===== src/rtl/uart_msg_sched_if.sv =====
// Byte channel between the message scheduler and the UART TX core.
// A byte transfers on a clock edge where tx_valid && tx_ready.
interface uart_msg_sched_if;
  logic [7:0] tx_byte;
  logic       tx_valid;
  logic       tx_ready;

  modport master (
    output tx_byte,
    output tx_valid,
    input  tx_ready
  );

  modport slave (
    input  tx_byte,
    input  tx_valid,
    output tx_ready
  );
endinterface


===== src/rtl/uart_msg_sched.sv =====
// Round-robin scheduler sharing one UART TX byte channel among NREQ requesters.
// Each granted request is printed as the line: CR 'R' <idx> ':' <8 hex digits> LF.
module uart_msg_sched #(
  parameter int unsigned NREQ = 4,
  parameter int unsigned IDXW = 2
) (
  input  logic                 clk,
  input  logic                 rst,
  input  logic [NREQ-1:0]      req,
  input  logic [32*NREQ-1:0]   req_data,
  output logic [NREQ-1:0]      ack,
  output logic                 busy,
  uart_msg_sched_if.master     tx
);

  typedef enum logic [1:0] {StIdle, StSend, StDone} state_e;

  localparam logic [3:0] LastByte = 4'd12;

  state_e          state_q;
  logic [IDXW-1:0] idx_q;
  logic [IDXW-1:0] rr_q;
  logic [31:0]     data_q;
  logic [3:0]      cnt_q;

  logic [IDXW-1:0] win;
  logic            found;
  logic [IDXW-1:0] rr_next;

  // ASCII hex digit, uppercase letters.
  function automatic logic [7:0] hex(input logic [3:0] n);
    return (n < 4'd10) ? (8'h30 + {4'h0, n}) : (8'h37 + {4'h0, n});
  endfunction

  // Byte k of the line for requester i carrying value d.
  function automatic logic [7:0] line_byte(input logic [3:0] k, input logic [IDXW-1:0] i,
                                           input logic [31:0] d);
    logic [31:0] s;
    // Nibble for k=4 is d[31:28], for k=11 is d[3:0].
    s = d >> (6'd44 - {k, 2'b00});
    case (k)
      4'd0:    return 8'h0D;
      4'd1:    return 8'h52;
      4'd2:    return hex(4'(i));
      4'd3:    return 8'h3A;
      4'd12:   return 8'h0A;
      default: return hex(s[3:0]);
    endcase
  endfunction

  // First active request searching upward from the rr pointer, wrapping.
  always_comb begin
    logic [IDXW-1:0] cand;
    win   = '0;
    found = 1'b0;
    cand  = '0;
    for (int unsigned i = 0; i < NREQ; i++) begin
      cand = IDXW'((32'(rr_q) + i) % NREQ);
      if (!found && req[cand]) begin
        found = 1'b1;
        win   = cand;
      end
    end
    rr_next = IDXW'((32'(win) + 32'd1) % NREQ);
  end

  // Scheduler FSM with registered outputs; reset abandons any line in flight.
  always_ff @(posedge clk) begin
    if (rst) begin
      state_q     <= StIdle;
      idx_q       <= '0;
      rr_q        <= '0;
      data_q      <= '0;
      cnt_q       <= '0;
      ack         <= '0;
      busy        <= 1'b0;
      tx.tx_valid <= 1'b0;
      tx.tx_byte  <= 8'h00;
    end else begin
      ack <= '0;
      unique case (state_q)
        StIdle: begin
          if (found) begin
            idx_q       <= win;
            rr_q        <= rr_next;
            data_q      <= req_data[32*win +: 32];
            cnt_q       <= '0;
            busy        <= 1'b1;
            tx.tx_valid <= 1'b1;
            tx.tx_byte  <= 8'h0D;
            state_q     <= StSend;
          end
        end
        StSend: begin
          if (tx.tx_ready) begin
            if (cnt_q == LastByte) begin
              tx.tx_valid <= 1'b0;
              state_q     <= StDone;
            end else begin
              cnt_q      <= cnt_q + 4'd1;
              tx.tx_byte <= line_byte(cnt_q + 4'd1, idx_q, data_q);
            end
          end
        end
        StDone: begin
          ack[idx_q] <= 1'b1;
          busy       <= 1'b0;
          state_q    <= StIdle;
        end
        default: state_q <= StIdle;
      endcase
    end
  end

endmodule

===== src/flat_wrapper.sv =====
// flat-port wrapper written by rule: the top's interface ports become plain ports
module uart_msg_sched_flat 
#(
  parameter int unsigned NREQ = 4,
  parameter int unsigned IDXW = 2
)
  (clk, rst, req, req_data, ack, busy, tx_tx_byte, tx_tx_valid, tx_tx_ready);
  uart_msg_sched_if tx_i ();
  input  logic clk;
  input  logic rst;
  input  logic [NREQ-1:0] req;
  input  logic [32*NREQ-1:0] req_data;
  output logic [NREQ-1:0] ack;
  output logic busy;
  output wire logic [$bits(tx_i.tx_byte)-1:0] tx_tx_byte;
  output wire logic [$bits(tx_i.tx_valid)-1:0] tx_tx_valid;
  input wire logic [$bits(tx_i.tx_ready)-1:0] tx_tx_ready;
  assign tx_tx_byte = tx_i.tx_byte;
  assign tx_tx_valid = tx_i.tx_valid;
  assign tx_i.tx_ready = tx_tx_ready;
  uart_msg_sched #(.NREQ(NREQ), .IDXW(IDXW)) u_core (.clk(clk), .rst(rst), .req(req), .req_data(req_data), .ack(ack), .busy(busy), .tx(tx_i));
endmodule

===== config.mk =====
export PLATFORM = sky130hd
export DESIGN_NAME = uart_msg_sched_flat
export DESIGN_NICKNAME = d
export VERILOG_FILES = /design/src/rtl/uart_msg_sched_if.sv /design/src/rtl/uart_msg_sched.sv /design/src/flat_wrapper.sv
export SDC_FILE = /design/constraint.sdc
export NUM_CORES = 1
export LEC_CHECK = 0
export CAP_MARGIN = 5
export CORE_MARGIN = 1
export CORE_UTILIZATION = 47
export DETAILED_ROUTE_END_ITERATION = 10
export PLACE_DENSITY_LB_ADDON = 0.08
export REMOVE_ABC_BUFFERS = 1
export SLEW_MARGIN = 0
export SYNTH_ARGS = -nofsm -noshare
export SYNTH_HDL_FRONTEND = slang
export SYNTH_SLANG_ARGS = --single-unit

===== constraint.sdc =====
create_clock -name clk -period 6.3 [get_ports clk]
set_input_delay 1.26 -clock clk [delete_from_list [all_inputs] [get_ports clk]]
set_output_delay 1.26 -clock clk [all_outputs]
set_load 0.02 [all_outputs]

======== After elaboration in Yosys (flattened, before gate mapping) ========
Index checks and enable logic that the tools add are counted.
operators by class
  add/subtract/negate cells ............... 10
  order comparisons ....................... 8
  equal/unequal tests ..................... 11
  shift operators ......................... 2
  multiplexer cells ....................... 38
  bitwise operators ....................... 1
  reduce and logical (&&, ||, !) cells .... 17
operators with widths
  kind                                                                          number
  128-bit by 8-bit indexed part select with 32-bit output                       1
  8-bit two-way mux                                                             5
  8-bit case mux with 5 select lines                                            1
  32-bit by 6-bit right shift with 4-bit output                                 1
  8-bit case mux with 2 select lines                                            1
  2-bit by 3-bit less-than comparator with 1-bit output, second input constant  5
  6-bit by 2-bit adder with 7-bit output, first input constant                  2
  6-bit by 4-bit adder with 7-bit output, first input constant                  2
  2-bit two-way mux                                                             7
  1-bit two-way mux                                                             12
  4-bit two-way mux                                                             3
  1-bit binary-select mux with 2-bit select                                     4
  4-bit by 2-bit equality test with 1-bit output, second input constant         2
  4-bit equality test, second input constant                                    2
  4-bit case mux with 2 select lines                                            1
  4-bit AND reduction                                                           2
  6-bit subtractor, first input constant                                        1
  2-bit by 1-bit adder with 2-bit output, second input constant                 2
  2-bit adder, second input constant                                            2
  4-bit by 1-bit adder with 4-bit output, second input constant                 1
  4-bit by 1-bit equality test with 1-bit output, second input constant         1
  1-bit logical AND                                                             4
  4-bit logical NOT                                                             1
  2-bit by 4-bit less-than comparator with 1-bit output, second input constant  1
  other kinds (16)                                                              23
storage, ports and cells
  register bits after elaboration ......... 56
  input bits .............................. 135
  output and inout port bits .............. 14
  logic and storage cells ................. 96

======== Depth between registers and ports, before layout ========
  depth in word-level cells ............... 14
  gate-level depth with buffers ........... 14
  gate-level depth less buffers ........... 11

======== Worst setup path before layout ========
Ideal clock, no wire load.
  path kind ............................... register -> register
  start point ............................. register u_core.cnt_q[0]
  end point ............................... register u_core.tx.tx_byte[2]
  setup time .............................. 74 ps
  arrival time ............................ 3,092 ps
  required time ........................... 6,226 ps
  setup slack ............................. 3,134 ps
  stages on the path, launching flop included .. 11
  buffers on the path ..................... 1
  clock period less this slack ............ 3,166 ps
  cell sequence ........................... dfxtp_1 -> ha_1 -> xor2_4 -> ha_1 -> clkdlybuf4s50_2 -> and3_2 -> a31oi_1 -> ha_1 -> inv_1 -> or4b_1 -> a31oi_1
between the ends
  word-level cells in the longest chain between the ends .. 9
  elaborated cells on any way between the ends .. 19
  classes of those cells .................. 4 x add/sub; 1 x order compare; 6 x eq/ne; 1 x shift; 5 x mux; 2 x reduce/logical
RTL lines
  what                                                                                  RTL line                RTL
  start: declaration                                                                    uart_msg_sched.sv:24    logic [3:0] cnt_q;
  start signal: assignment                                                              uart_msg_sched.sv:100   cnt_q <= cnt_q + 4'd1;
  4-bit by 1-bit adder with 4-bit output                                                uart_msg_sched.sv:101   tx.tx_byte <= line_byte(cnt_q + 4'd1, idx_q, data_q);
  6-bit subtractor                                                                      uart_msg_sched.sv:40    s = d >> (6'd44 - {k, 2'b00});
  32-bit by 6-bit right shift with 4-bit output                                         uart_msg_sched.sv:40
  6-bit by 4-bit adder with 7-bit output or 4-bit less-than comparator (tied branches)  uart_msg_sched.sv:32    return (n < 4'd10) ? (8'h30 + {4'h0, n}) : (8'h37 + {4'h0, n});
  8-bit two-way mux                                                                     uart_msg_sched.sv:32
  8-bit case mux with 5 select lines                                                    uart_msg_sched.sv:41    case (k)
  8-bit two-way mux                                                                     uart_msg_sched.sv:96    if (cnt_q == LastByte) begin
  8-bit two-way mux                                                                     uart_msg_sched.sv:95    if (tx.tx_ready) begin
  8-bit case mux with 2 select lines                                                    uart_msg_sched.sv:81    unique case (state_q)
  end signal: assignment                                                                uart_msg_sched.sv:101
  end: declaration                                                                      uart_msg_sched_if.sv:9  output tx_byte,
Parallel ways exist; a longest one is shown, timed or not. The select of a mux whose other input is x is not followed.
A chain may end at the register's enable or synchronous reset.

======== Worst setup path after layout ========
Ends and elaborated chain as after synthesis.

==> qor.csv <==
stage;metric;value;unit
worst_hold_path;holdCritPathClass;flip-flop to flip-flop;
layout;fillCellCount;587;
global_routing;grtUsageTotal;0.226;
drt;drtAntennaViolNets;0;
yosys;syn_inst;393;
sta;max_slew_margin;0.168;
power_and_ir_drop;clkPwrFrac;0.213;
clock_network;cts_sinks;55;
yosys;ys_warn_count;0;
floorplanning;die_area;8000;sq um
run_status;outcome;completed;
yosys;synth-seq-cells;55;
sta;min_period_over_period;0.657;
clock_network;clockRootBuffer;clkbuf_8;
setup_path;cpMaxStageDelayCell;ha_1;
floorplanning;start_util;0.490;
sta;clock_skew;15.6;ps
yosys;avgSynthCellArea;9.14;sq um
layout;drive_above_1_share;0.0579;
drt;wl_met2;4290;um
drt;post_drt_wl_per_cell;14.1;um
setup_path;crit_family;adder cells;
setup_path;worstSetupPathType;flip-flop to flip-flop;
setup_path;arrival;4380;ps
clock_network;hold_buffers;0;
clock_network;post_cts_buffers;0;
setup_path;cp.required;6540;ps
power_and_ir_drop;swShare;0.300;
placement;dp_hpwl;6660;um
drt;top_layer;met4;
yosys;ys_types;65;
setup_path;cp_cell_sequence;clkinv_1, ha_1, mux4_2, and3_2, a31oi_1, ha_1, inv_1, or4b_1, a31oi_1;
drt;routed-wl-met3;427;um
sta;rsz0062_at_grt;no;
layout;num-nets-final;660;
drt;vias_per_cell;5.51;
sta;fin_ws;2160;ps
clock_network;clk_latency;320;ps
global_routing;grt_max_degree;67;
setup_path;critPathBufInv;2;
yosys;synth-edff-count;0;
floorplanning;row_count;31;
sta;period_needed;4140;ps
placement;gp_congestion;0.878;
floorplanning;design.core.area;7330;sq um
global_routing;grt_pass1_wl;14200;um
placement;dp_slack;2040;ps
sta;hold_viol_final;0;
clock_network;h-tree-depth;2;
clock_network;cts_resized;0;
sta;max_freq;242;MHz
drt;drt_wl_total;8680;um
setup_path;startpoint_type;flip-flop;
clock_network;clk_path_buf_depth;2;
drt;drc;0;
power_and_ir_drop;power.switching;279;uW
setup_path;max_stage_delay;1070;ps
global_routing;antenna_found_initial;0;
clock_network;cts_tree;done;
clock_network;clkTransAtPathRegs;110;ps
yosys;syn-cell-area;3590;sq um
power_and_ir_drop;comb_power_share;0.337;
floorplanning;die_h;89.4;um
power_and_ir_drop;peakVddDrop;0.0936;mV
flow_run;cap_viol_max_count;0;
yosys;synth_seq_area_share;0.307;
drt;wl_met1;3850;um
power_and_ir_drop;p_leak;2.37;nW
setup_path;path_max_fanout;26;
yosys;synthArstFlopShare;0;
sta;maxSlewViolCount;0;
power_and_ir_drop;p_per_area;181;nW/um^2
floorplanning;die_w;89.4;um
drt;dr.pass1.iters;4;
yosys;synth_ff_type;dfxtp_1;
clock_network;cts_buffers;5;
layout;fin_util;0.700;
sta;setup_violations;0;
power_and_ir_drop;power.internal;651;uW
floorplanning;io-pin-count;149;
sta;worst_pin_slew;1250;ps
placement;portBuffers;147;
setup_path;cp-end-kind;flip-flop;
global_routing;grt_pass1_vias;3273;
power_and_ir_drop;seqPwrFrac;0.449;
global_routing;overflow;0;
drt;drt_iter0_drc;92;
drt;vias;3399;
layout;n_antenna_cell;0;
layout;area_growth;42.8;%
## Yosys cell counts, types with 2 or more instances
library cell | count | area share
clkbuf_8 | 3 | 0.011
nor3_1 | 5 | 0.0070
and3_2 | 2 | 0.0042
a21o_1 | 33 | 0.069
mux2i_1 | 74 | 0.21
mux2_2 | 2 | 0.0063
o22ai_1 | 34 | 0.059
o21ai_0 | 8 | 0.011
and2b_2 | 3 | 0.0073
mux4_2 | 2 | 0.013
nor4_1 | 2 | 0.0035
buf_2 | 5 | 0.0070
o211a_1 | 2 | 0.0056
nand2_1 | 22 | 0.023
o31ai_1 | 2 | 0.0042
clkbuf_1 | 14 | 0.015
a2111oi_0 | 2 | 0.0049
a21oi_1 | 17 | 0.024
dfxtp_1 | 55 | 0.31
and2_1 | 2 | 0.0035
inv_1 | 6 | 0.0063
nand2b_1 | 4 | 0.0070
a221oi_1 | 2 | 0.0049
nor2_1 | 21 | 0.022
nand3_1 | 14 | 0.020
o21a_1 | 2 | 0.0042
or2_2 | 2 | 0.0035
buf_1 | 6 | 0.0063
ha_1 | 8 | 0.028
a31oi_1 | 3 | 0.0052
nor4b_1 | 2 | 0.0049
## worst register-to-register path: stages, from the launching register on
cell      delay (ps)
dfxtp_1          670
clkinv_1         470
ha_1            1070
mux4_2           430
and3_2           220
a31oi_1          250
ha_1             190
inv_1             60
or4b_1           520
a31oi_1          170
## cells by family (layout without fill, tap and decap cells)
group	Yosys count	in the layout	share of synthesized area
xor gates and xnor gates	2	2	0.0101
DFF	55	55	0.307
buffers and inverters	39	164	0.0575
adders and majority gates	8	8	0.0279
AOI/OAI and AO/OA	119	119	0.232
and+or+nand+nor	90	90	0.132
other	1	1	0.00104
muxes	79	79	0.232
## final cells by class
class / instances / area, sq um / share of cell area
clock buffer: 5 / 68.8 / 0.0134
clock inverter: 3 / 22.5 / 0.00439
inverter: 8 / 35.0 / 0.00683
multi-input combinational: 299 / 2300 / 0.448
sequential: 55 / 1100 / 0.215
tap: 99 / 124 / 0.0242
timing repair buffer: 148 / 1480 / 0.288
## path summary, 6_finish.rpt
check	startpoint	cells past startpoint	endpoint	slack (ps)
hold / removal	u_core.data_q[4]	1	u_core.data_q[4]	470
setup / recovery	u_core.cnt_q[0]	9	u_core.tx.tx_byte[2]	2160
hold reg to reg	u_core.data_q[4]	1	u_core.data_q[4]	470
setup reg to reg	u_core.cnt_q[0]	9	u_core.tx.tx_byte[2]	2160
## power by group through the flow
stage               registers, mW  clock network, mW  logic (mW)
floorplan                   0.422                  0       0.205
global placement            0.423                  0       0.311
detailed placement          0.426                  0       0.317
CTS                         0.418              0.202       0.317
global route                0.424              0.217       0.342
finish                      0.418              0.198       0.314
## placed cells by master, fill, tap and decap left out, drive strengths merged, types with 2 or more instances in the layout
master / n
or2: 2
clkinv: 3
inv: 8
a2111oi: 3
nor4: 3
clkbuf: 5
clkdlybuf4s50: 147
o22ai: 34
o21a: 2
ha: 8
and3: 3
a21o: 33
mux2i: 74
dfxtp: 55
a221oi: 2
nor3: 5
nand3: 14
nand2b: 4
mux2: 2
o31ai: 2
a31oi: 3
a21oi: 18
o211a: 2
xor2: 2
o21ai: 8
nor4b: 2
mux4: 3
nand2: 22
and2: 3
nor2: 21
and2b: 3
## sequential cells by signal, summed over array words and instances (netlist names)
signal,count
u_core.state_q,2
u_core.cnt_q,4
u_core.rr_q,2
u_core.tx.tx_valid,1
u_core.tx.tx_byte,7
u_core.idx_q,2
u_core.busy,1
u_core.ack,4
u_core.data_q,32
## per-stage QoR
step	total power, mW	hold slack, ps	TNS, ps	instances	instance area, sq um
2_1_floorplan	0.627	421	-13120	362	3420
3_3_place_gp	0.734	431	0	609	5040
3_5_place_dp	0.742	440	0	609	5040
4_1_cts	0.937	465	0	617	5130
5_1_grt	0.984	475	0	617	5130
6_report	0.930	466	0	617	5130
## layer usage
metal	vias up	track usage
li1	1709	-
met1	1573	0.265
met2	108	0.406
met3	9	0.0462
met4	0	0.0823
met5	-	0
(Power assumes the default switching activity.)
